### config.mk
export PLATFORM = sky130hd
export DESIGN_NAME = pkt_sync_fifo
export DESIGN_NICKNAME = d
export VERILOG_FILES = /design/src/rtl/pkt_sync_fifo_pkg.sv /design/src/rtl/pkt_fifo_mem.sv /design/src/rtl/pkt_sync_fifo.sv
export SDC_FILE = /design/constraint.sdc
export NUM_CORES = 1
export LEC_CHECK = 0
export ABC_CLOCK_PERIOD_IN_PS = 3800
export CAP_MARGIN = 20
export CELL_PAD_IN_SITES_DETAIL_PLACEMENT = 0
export CELL_PAD_IN_SITES_GLOBAL_PLACEMENT = 1
export CORE_MARGIN = 2
export CORE_UTILIZATION = 40
export CTS_CLUSTER_DIAMETER = 80
export DETAILED_ROUTE_END_ITERATION = 16
export PLACE_DENSITY_LB_ADDON = 0.1
export SLEW_MARGIN = 40
export SYNTH_ARGS = -nofsm -noshare
export SYNTH_HDL_FRONTEND = slang
export SYNTH_SLANG_ARGS = --single-unit
### constraint.sdc
create_clock -name clk_i -period 3.8 [get_ports clk_i]
set_clock_uncertainty 0.2 [all_clocks]
set_input_delay 0.76 -clock clk_i [delete_from_list [all_inputs] [get_ports clk_i]]
set_output_delay 0.76 -clock clk_i [all_outputs]
set_load 0.1 [all_outputs]
### src/rtl/pkt_sync_fifo_pkg.sv
// Shared audio packet definitions for the I2S producer, the FIFO and the DSP consumer.
package pkt_sync_fifo_pkg;

  localparam int PKT_WIDTH_DEFAULT = 16;
  localparam int DEPTH_DEFAULT     = 16;

  typedef logic [PKT_WIDTH_DEFAULT-1:0] pkt_t;

endpackage

### src/rtl/pkt_fifo_mem.sv
// DEPTH x PKT_WIDTH packet store: synchronous write port, registered read-before-write read port.
module pkt_fifo_mem
  import pkt_sync_fifo_pkg::*;
#(
  parameter int PKT_WIDTH = PKT_WIDTH_DEFAULT,
  parameter int DEPTH     = DEPTH_DEFAULT,
  localparam int AW       = $clog2(DEPTH)
) (
  input  logic                 clk_i,
  input  logic                 rst_n_i,
  input  logic                 wrEn,
  input  logic [AW-1:0]        wrAddr,
  input  logic [PKT_WIDTH-1:0] wrData,
  input  logic                 rdEn,
  input  logic [AW-1:0]        rdAddr,
  output logic [PKT_WIDTH-1:0] rdData
);

  logic [PKT_WIDTH-1:0] memArray [DEPTH];
  logic [PKT_WIDTH-1:0] rdReg = '0;

  always_ff @(posedge clk_i) begin
    if (wrEn) begin
      memArray[wrAddr] <= wrData;
    end
  end

  // When full, a pop and a push hit the same slot; the read must return the old head.
  always_ff @(posedge clk_i) begin
    if (!rst_n_i) begin
      rdReg <= '0;
    end else if (rdEn) begin
      rdReg <= memArray[rdAddr];
    end
  end

  assign rdData = rdReg;

endmodule

### src/rtl/pkt_sync_fifo.sv
// Single-clock packet FIFO between the I2S packet producer and the DSP effect pipeline.
module pkt_sync_fifo
  import pkt_sync_fifo_pkg::*;
#(
  parameter int PKT_WIDTH = PKT_WIDTH_DEFAULT,
  parameter int DEPTH     = DEPTH_DEFAULT
) (
  input  logic                 clk_i,
  input  logic                 rst_n_i,
  input  logic [PKT_WIDTH-1:0] pkt_i,
  input  logic                 pktChanged_i,
  input  logic                 rdEN_i,
  output logic [PKT_WIDTH-1:0] pktOut_s_o,
  output logic                 pktOutChanged_c_o,
  output logic                 full_o,
  output logic                 empty_o
);

  localparam int AW = $clog2(DEPTH);
  localparam logic [AW:0] COUNT_FULL = (AW+1)'(DEPTH);

  logic [AW-1:0] wrPtr      = '0;
  logic [AW-1:0] rdPtr      = '0;
  logic [AW:0]   count      = '0;
  logic          outChanged = 1'b0;

  logic doPush;
  logic doPop;
  logic isFull;
  logic isEmpty;

  assign isFull  = (count == COUNT_FULL);
  assign isEmpty = (count == '0);

  // A full FIFO still accepts a push when a pop frees the head slot on the same edge.
  assign doPop  = rdEN_i && !isEmpty;
  assign doPush = pktChanged_i && (!isFull || doPop);

  always_ff @(posedge clk_i) begin
    if (!rst_n_i) begin
      wrPtr      <= '0;
      rdPtr      <= '0;
      count      <= '0;
      outChanged <= 1'b0;
    end else begin
      outChanged <= doPop;
      if (doPush) begin
        wrPtr <= wrPtr + 1'b1;
      end
      if (doPop) begin
        rdPtr <= rdPtr + 1'b1;
      end
      case ({doPush, doPop})
        2'b10:   count <= count + (AW+1)'(1);
        2'b01:   count <= count - (AW+1)'(1);
        default: count <= count;
      endcase
    end
  end

  pkt_fifo_mem #(
    .PKT_WIDTH (PKT_WIDTH),
    .DEPTH     (DEPTH)
  ) u_mem (
    .clk_i   (clk_i),
    .rst_n_i (rst_n_i),
    .wrEn    (doPush),
    .wrAddr  (wrPtr),
    .wrData  (pkt_i),
    .rdEn    (doPop),
    .rdAddr  (rdPtr),
    .rdData  (pktOut_s_o)
  );

  assign pktOutChanged_c_o = outChanged;
  assign full_o            = isFull;
  assign empty_o           = isEmpty;

endmodule

Word-level counts from Yosys, hierarchy flattened
Memory sizes are Yosys's and may differ from the RTL's. A register that Yosys moved wholly into a read port is not among the register bits.
Index checks and enable logic that the tools add are counted.
{"block": "totals", "mem_bits_rw": 256, "mem_count": 1, "regBits": 14, "out_inout_bits": 19, "inputBits": 20}
{"block": "classes", "n_eq_ne": 3, "n_addsub": 4, "reduce_logical": 8, "muxes": 3}
{"memory": "u_mem.memArray", "words": 16, "word_bits": 16, "rd": 1, "rd_clocked_by_memory_dff": 1, "write_ports": 1, "line_no": "pkt_fifo_mem.sv:19", "text": "logic [PKT_WIDTH-1:0] memArray [DEPTH];"}
{"operator": "$pmux W5 S2", "n": 1}
{"operator": "$add A4 B1 Y4 const B", "n": 2}
{"operator": "$add A5 B1 Y5 const B", "n": 1}
{"operator": "$eq A5 B5 Y1 const B", "n": 1}
{"operator": "$logic_not A5 Y1", "n": 1}
{"operator": "$sub A5 B1 Y5 const B", "n": 1}
{"operator": "$logic_not A1 Y1", "n": 3}
{"operator": "$eq A2 B1 Y1 const B", "n": 1}
{"operator": "$eq A2 B2 Y1 const B", "n": 1}
{"operator": "$logic_and A1 B1 Y1", "n": 2}
{"operator": "$mux W1", "n": 2}
{"operator": "$reduce_bool A2 Y1", "n": 1}
{"operator": "$logic_or A1 B1 Y1", "n": 1}

Longest topological paths before layout
{"block": "depth", "ltp_word": 7, "mapped_depth": 9}

Modules after synthesis
Synthesis repeated with hierarchy kept, for this count alone.
{"block": "hier_totals", "hier_cells": 696, "area_unflattened_um2": 11323.4}
{"module": "pkt_fifo_mem", "area_per_inst_um2": 10535.1, "seq_area_each_um2": 8007.7, "cells_per_inst": 608, "n_inst": 1}
{"module": "pkt_sync_fifo", "area_per_inst_um2": 788.3, "seq_area_each_um2": 280.3, "cells_per_inst": 88, "n_inst": 1}

Worst setup path after synthesis
No wires, ideal clock.
{"block": "synth_path", "path_kind": "reg-to-output", "from": "reg count[0]", "to": "out full_o", "stages_incl_launch_ff": 4, "t_arrival_ns": 2.267, "setup_slack_ns": 0.573, "path_buffers": 1, "cell_sequence": "dfxtp_1 > or4_1 > buf_4 > nor2_1"}
{"block": "synth_between", "elab_chain_cells": 1}
{"element": "start: declaration", "line_no": "pkt_sync_fifo.sv:24", "text": "logic [AW:0] count = '0;"}
{"element": "start signal: assignment", "line_no": "pkt_sync_fifo.sv:54", "text": "2'b10: count <= count + (AW+1)'(1);"}
{"element": "start signal: assignment", "line_no": "pkt_sync_fifo.sv:55", "text": "2'b01: count <= count - (AW+1)'(1);"}
{"element": "start signal: assignment", "line_no": "pkt_sync_fifo.sv:56", "text": "default: count <= count;"}
{"element": "$eq A5 B5 Y1", "line_no": "pkt_sync_fifo.sv:32", "text": "assign isFull = (count == COUNT_FULL);"}
{"element": "end: declaration", "line_no": "pkt_sync_fifo.sv:15", "text": "output logic full_o,"}
Every way passes these cells.

Worst setup path in the final report
{"block": "layout_path", "from": "reg count[0]", "to": "out empty_o"}
{"block": "layout_between", "elab_chain_cells": 1}
{"element": "$logic_not A5 Y1", "line_no": "pkt_sync_fifo.sv:33", "text": "assign isEmpty = (count == '0);"}
{"element": "end: declaration", "line_no": "pkt_sync_fifo.sv:16", "text": "output logic empty_o"}
Every way passes these cells.

==> results.sh <==
export IMPL_hold_path_endpoint="count[3]$_SDFFE_PN0P_"
export IMPL_ys_seq_area_frac=0.7472
export IMPL_grt_pass1_vias=6039
export IMPL_grt_usage=0.1852
export IMPL_finalNetCount=722
export IMPL_drive_gt1_frac=0.2245
export IMPL_final_cells=1089
export IMPL_cts_setup_buffers=0
export IMPL_ys_flop_type="edfxtp_1"
export IMPL_fin_area_mm2=0.01307
export IMPL_met3_usage=0.02498
export IMPL_grt_pass1_wl_um=38940
export IMPL_syn_area_per_cell_um2=17.89
export IMPL_max_cap_violations=0
export IMPL_grt_overflow_total=0
export IMPL_p_total_mw=8.775
export IMPL_hold_start="count[3]$_SDFFE_PN0P_"
export IMPL_rsz0062_at_grt="no"
export IMPL_cp_required_ps=2840
export IMPL_critPathKind="flop to output pin"
export IMPL_die_h_um=170.5
export IMPL_core_mm2=0.02710
export IMPL_start_kind="flop"
export IMPL_drc_errors=0
export IMPL_setup_tns_ps=0
export IMPL_final_cell_mix="edfxtp_1, mux2i_1, buf_4"
export IMPL_drt_wl_total_um=26540
export IMPL_slowest_delay_ps=780
export IMPL_postLayoutCoreUtil=0.4822
export IMPL_die_area_mm2=0.02908
export IMPL_yosys_warnings=0
export IMPL_final_common_cell="edfxtp_1"
export IMPL_reg2regPathDepth=9
export IMPL_relSlewSlack=0.4692
export IMPL_cts_root_buf="clkbuf_16"
export IMPL_cts_hold_buf=0
export IMPL_synth_fp_nets=649
export IMPL_r2r_slack_ps=860
export IMPL_cts_buffers=30
export IMPL_max_freq_mhz=319.9
export IMPL_cp_depth=3
export IMPL_holdWs_ps=309.7
export IMPL_dp_slack_ps=446.7
export IMPL_numPortBuffers=38
export IMPL_synth_distinct_cells=44
export IMPL_endpoint_kind="output pin"
export IMPL_clock_latency_ps=540
export IMPL_synth_edf_count=256
export IMPL_ant_nets=0
export IMPL_path_clk_slew_ps=60
export IMPL_final_setup_viol_count=0
export IMPL_initialDrtViolationCount=447
export IMPL_r2r_end="count[4]$_SDFFE_PN0P_"
export IMPL_vias=5896
export IMPL_synth_area_mm2=0.01109
export IMPL_hold_path_class="flop to flop"
export IMPL_grt_max_degree=47
export IMPL_crit_fanout=8
export IMPL_synthCells=620
export IMPL_num_io_pins=39
export IMPL_hold_viol=0
export IMPL_worstMarginPinSlew_ps=796.3
export IMPL_syn2layout_area_growth_pct=17.82
export IMPL_antenna_cells=0
export IMPL_crit_buf_inv=1
export IMPL_p_leak_nw=4.153
export IMPL_use_met2=0.3061
export IMPL_drv_slew=0
export IMPL_reg2reg_from="count[0]$_SDFFE_PN0P_"
export IMPL_cts_tree="yes"
export IMPL_dieWidth_um=170.5
export IMPL_grt_antenna_before_repair=0
export IMPL_via_per_inst=5.414
export IMPL_min_period_ps=3126
export IMPL_peakVddDrop_v=0.0006332
export IMPL_first_pass_iters=4
export IMPL_crit_family="simple AND/OR/NAND/NOR gates"
export IMPL_async_flop_share=0
export IMPL_dp_cells=1033
export IMPL_power_density_mw_per_mm2=671.5
export IMPL_gr_usage_met1=0.2633
export IMPL_hpwl_um=16080
export IMPL_placementRows=60
export IMPL_crit_arrival_ps=2170
export IMPL_busiest_layer="met2"
export IMPL_htree_levels=1
export IMPL_cpMaxStageDelayCell="or4_1"
export IMPL_fin_crit_sh=0.8226
export IMPL_routedWlPerCell_um=24.37
export IMPL_ys_seq_elements=286
export IMPL_outcome="finished, final reports clean"
export IMPL_cts_sink_count=286
export IMPL_cp_cell_sequence="or4_1 -> nor2_4 -> buf_4"
export IMPL_place_area_mm2=0.01205
export IMPL_clockBufferDepth=3
export IMPL_cts_resized=0
export IMPL_place_gp_congestion=0.7578
export IMPL_setup_slack_ps=674.2
export IMPL_start_util=0.4093
export IMPL_hold_path_depth=2
## cells by family (layout without fill, tap and decap cells)
group,after synthesis,in the layout,share of synthesized area
xor+xnor,4,4,0.003159
buf+inv,42,139,0.01636
compound gates,95,95,0.05629
flops,286,286,0.7472
simple gates,79,79,0.03520
fa+ha+maj,9,9,0.01083
mux,105,105,0.1310
## power breakdown
group	internal, mW	total [mW]	leakage (nW)	switching (mW)
combinational	0.577	2.09	1.09	1.51
clock	1.81	2.97	0.508	1.17
sequential	3.60	3.71	2.56	0.117
## worst reg2reg max path, delay by kind of cell (launching register included)
| family | cells | cell delay [ps] |
|---|---|---|
| AND/OR/NAND/NOR | 3 | 790 |
| AO/OA/AOI/OAI | 3 | 700 |
| multiplexers | 1 | 380 |
| flip-flops | 1 | 340 |
| adder cells (fa/ha/maj) | 1 | 340 |
| buffers and inverters | 1 | 90 |
## how the worst max path moves through the flow
| stage | to | slack (ps) | startpoint |
|---|---|---|---|
| floorplan | full_o | 570 | count[0]$_SDFFE_PN0P_ |
| global placement | count[4]$_SDFFE_PN0P_ | 480 | rdEN_i |
| detailed placement | count[4]$_SDFFE_PN0P_ | 450 | rdEN_i |
| CTS | empty_o | 640 | count[0]$_SDFFE_PN0P_ |
| global route | empty_o | 580 | count[0]$_SDFFE_PN0P_ |
| finish | empty_o | 670 | count[0]$_SDFFE_PN0P_ |
## state kept, by name (all words and copies together), names as in the netlist
name / count
u_mem.rdData: 16
pktOutChanged_c_o: 1
u_mem.memArray: 256
count: 5
wrPtr: 4
rdPtr: 4
## metal layers
metal,routed length (µm),part of all wire
met1,12260,0.46
met2,12660,0.48
met3,1176,0.044
met4,444,0.017
met5,0,0
## cell usage after synthesis, types with 2 or more instances
cell | count | area [µm²]
edfxtp_1 | 256 | 7687
mux2i_1 | 72 | 720.7
mux4_2 | 32 | 720.7
o22ai_1 | 32 | 200.2
dfxtp_1 | 30 | 600.6
nor2_1 | 21 | 78.83
nor3_1 | 20 | 100.1
a21oi_1 | 19 | 95.09
clkbuf_1 | 18 | 67.56
a22oi_1 | 16 | 120.1
o21ai_0 | 16 | 80.08
buf_2 | 13 | 65.06
nand2_1 | 13 | 48.80
nand2b_1 | 10 | 62.56
ha_1 | 8 | 100.1
inv_1 | 7 | 26.28
nand3_1 | 3 | 15.01
a31oi_1 | 2 | 12.51
buf_4 | 2 | 15.01
nand4_1 | 2 | 12.51
nor2b_1 | 2 | 12.51
or3_1 | 2 | 12.51
xnor2_1 | 2 | 17.52
xor2_1 | 2 | 17.52
## cell type report
class                      instances  area [µm²]
timing repair buffer              75       588.1
fill                            2291       14030
multi-input combinational        292        2673
clock inverter                    18       187.7
tap                              372       465.4
sequential                       286        8293
clock buffer                      38       832.0
inverter                           8       30.03
(Power assumes the default switching activity.)
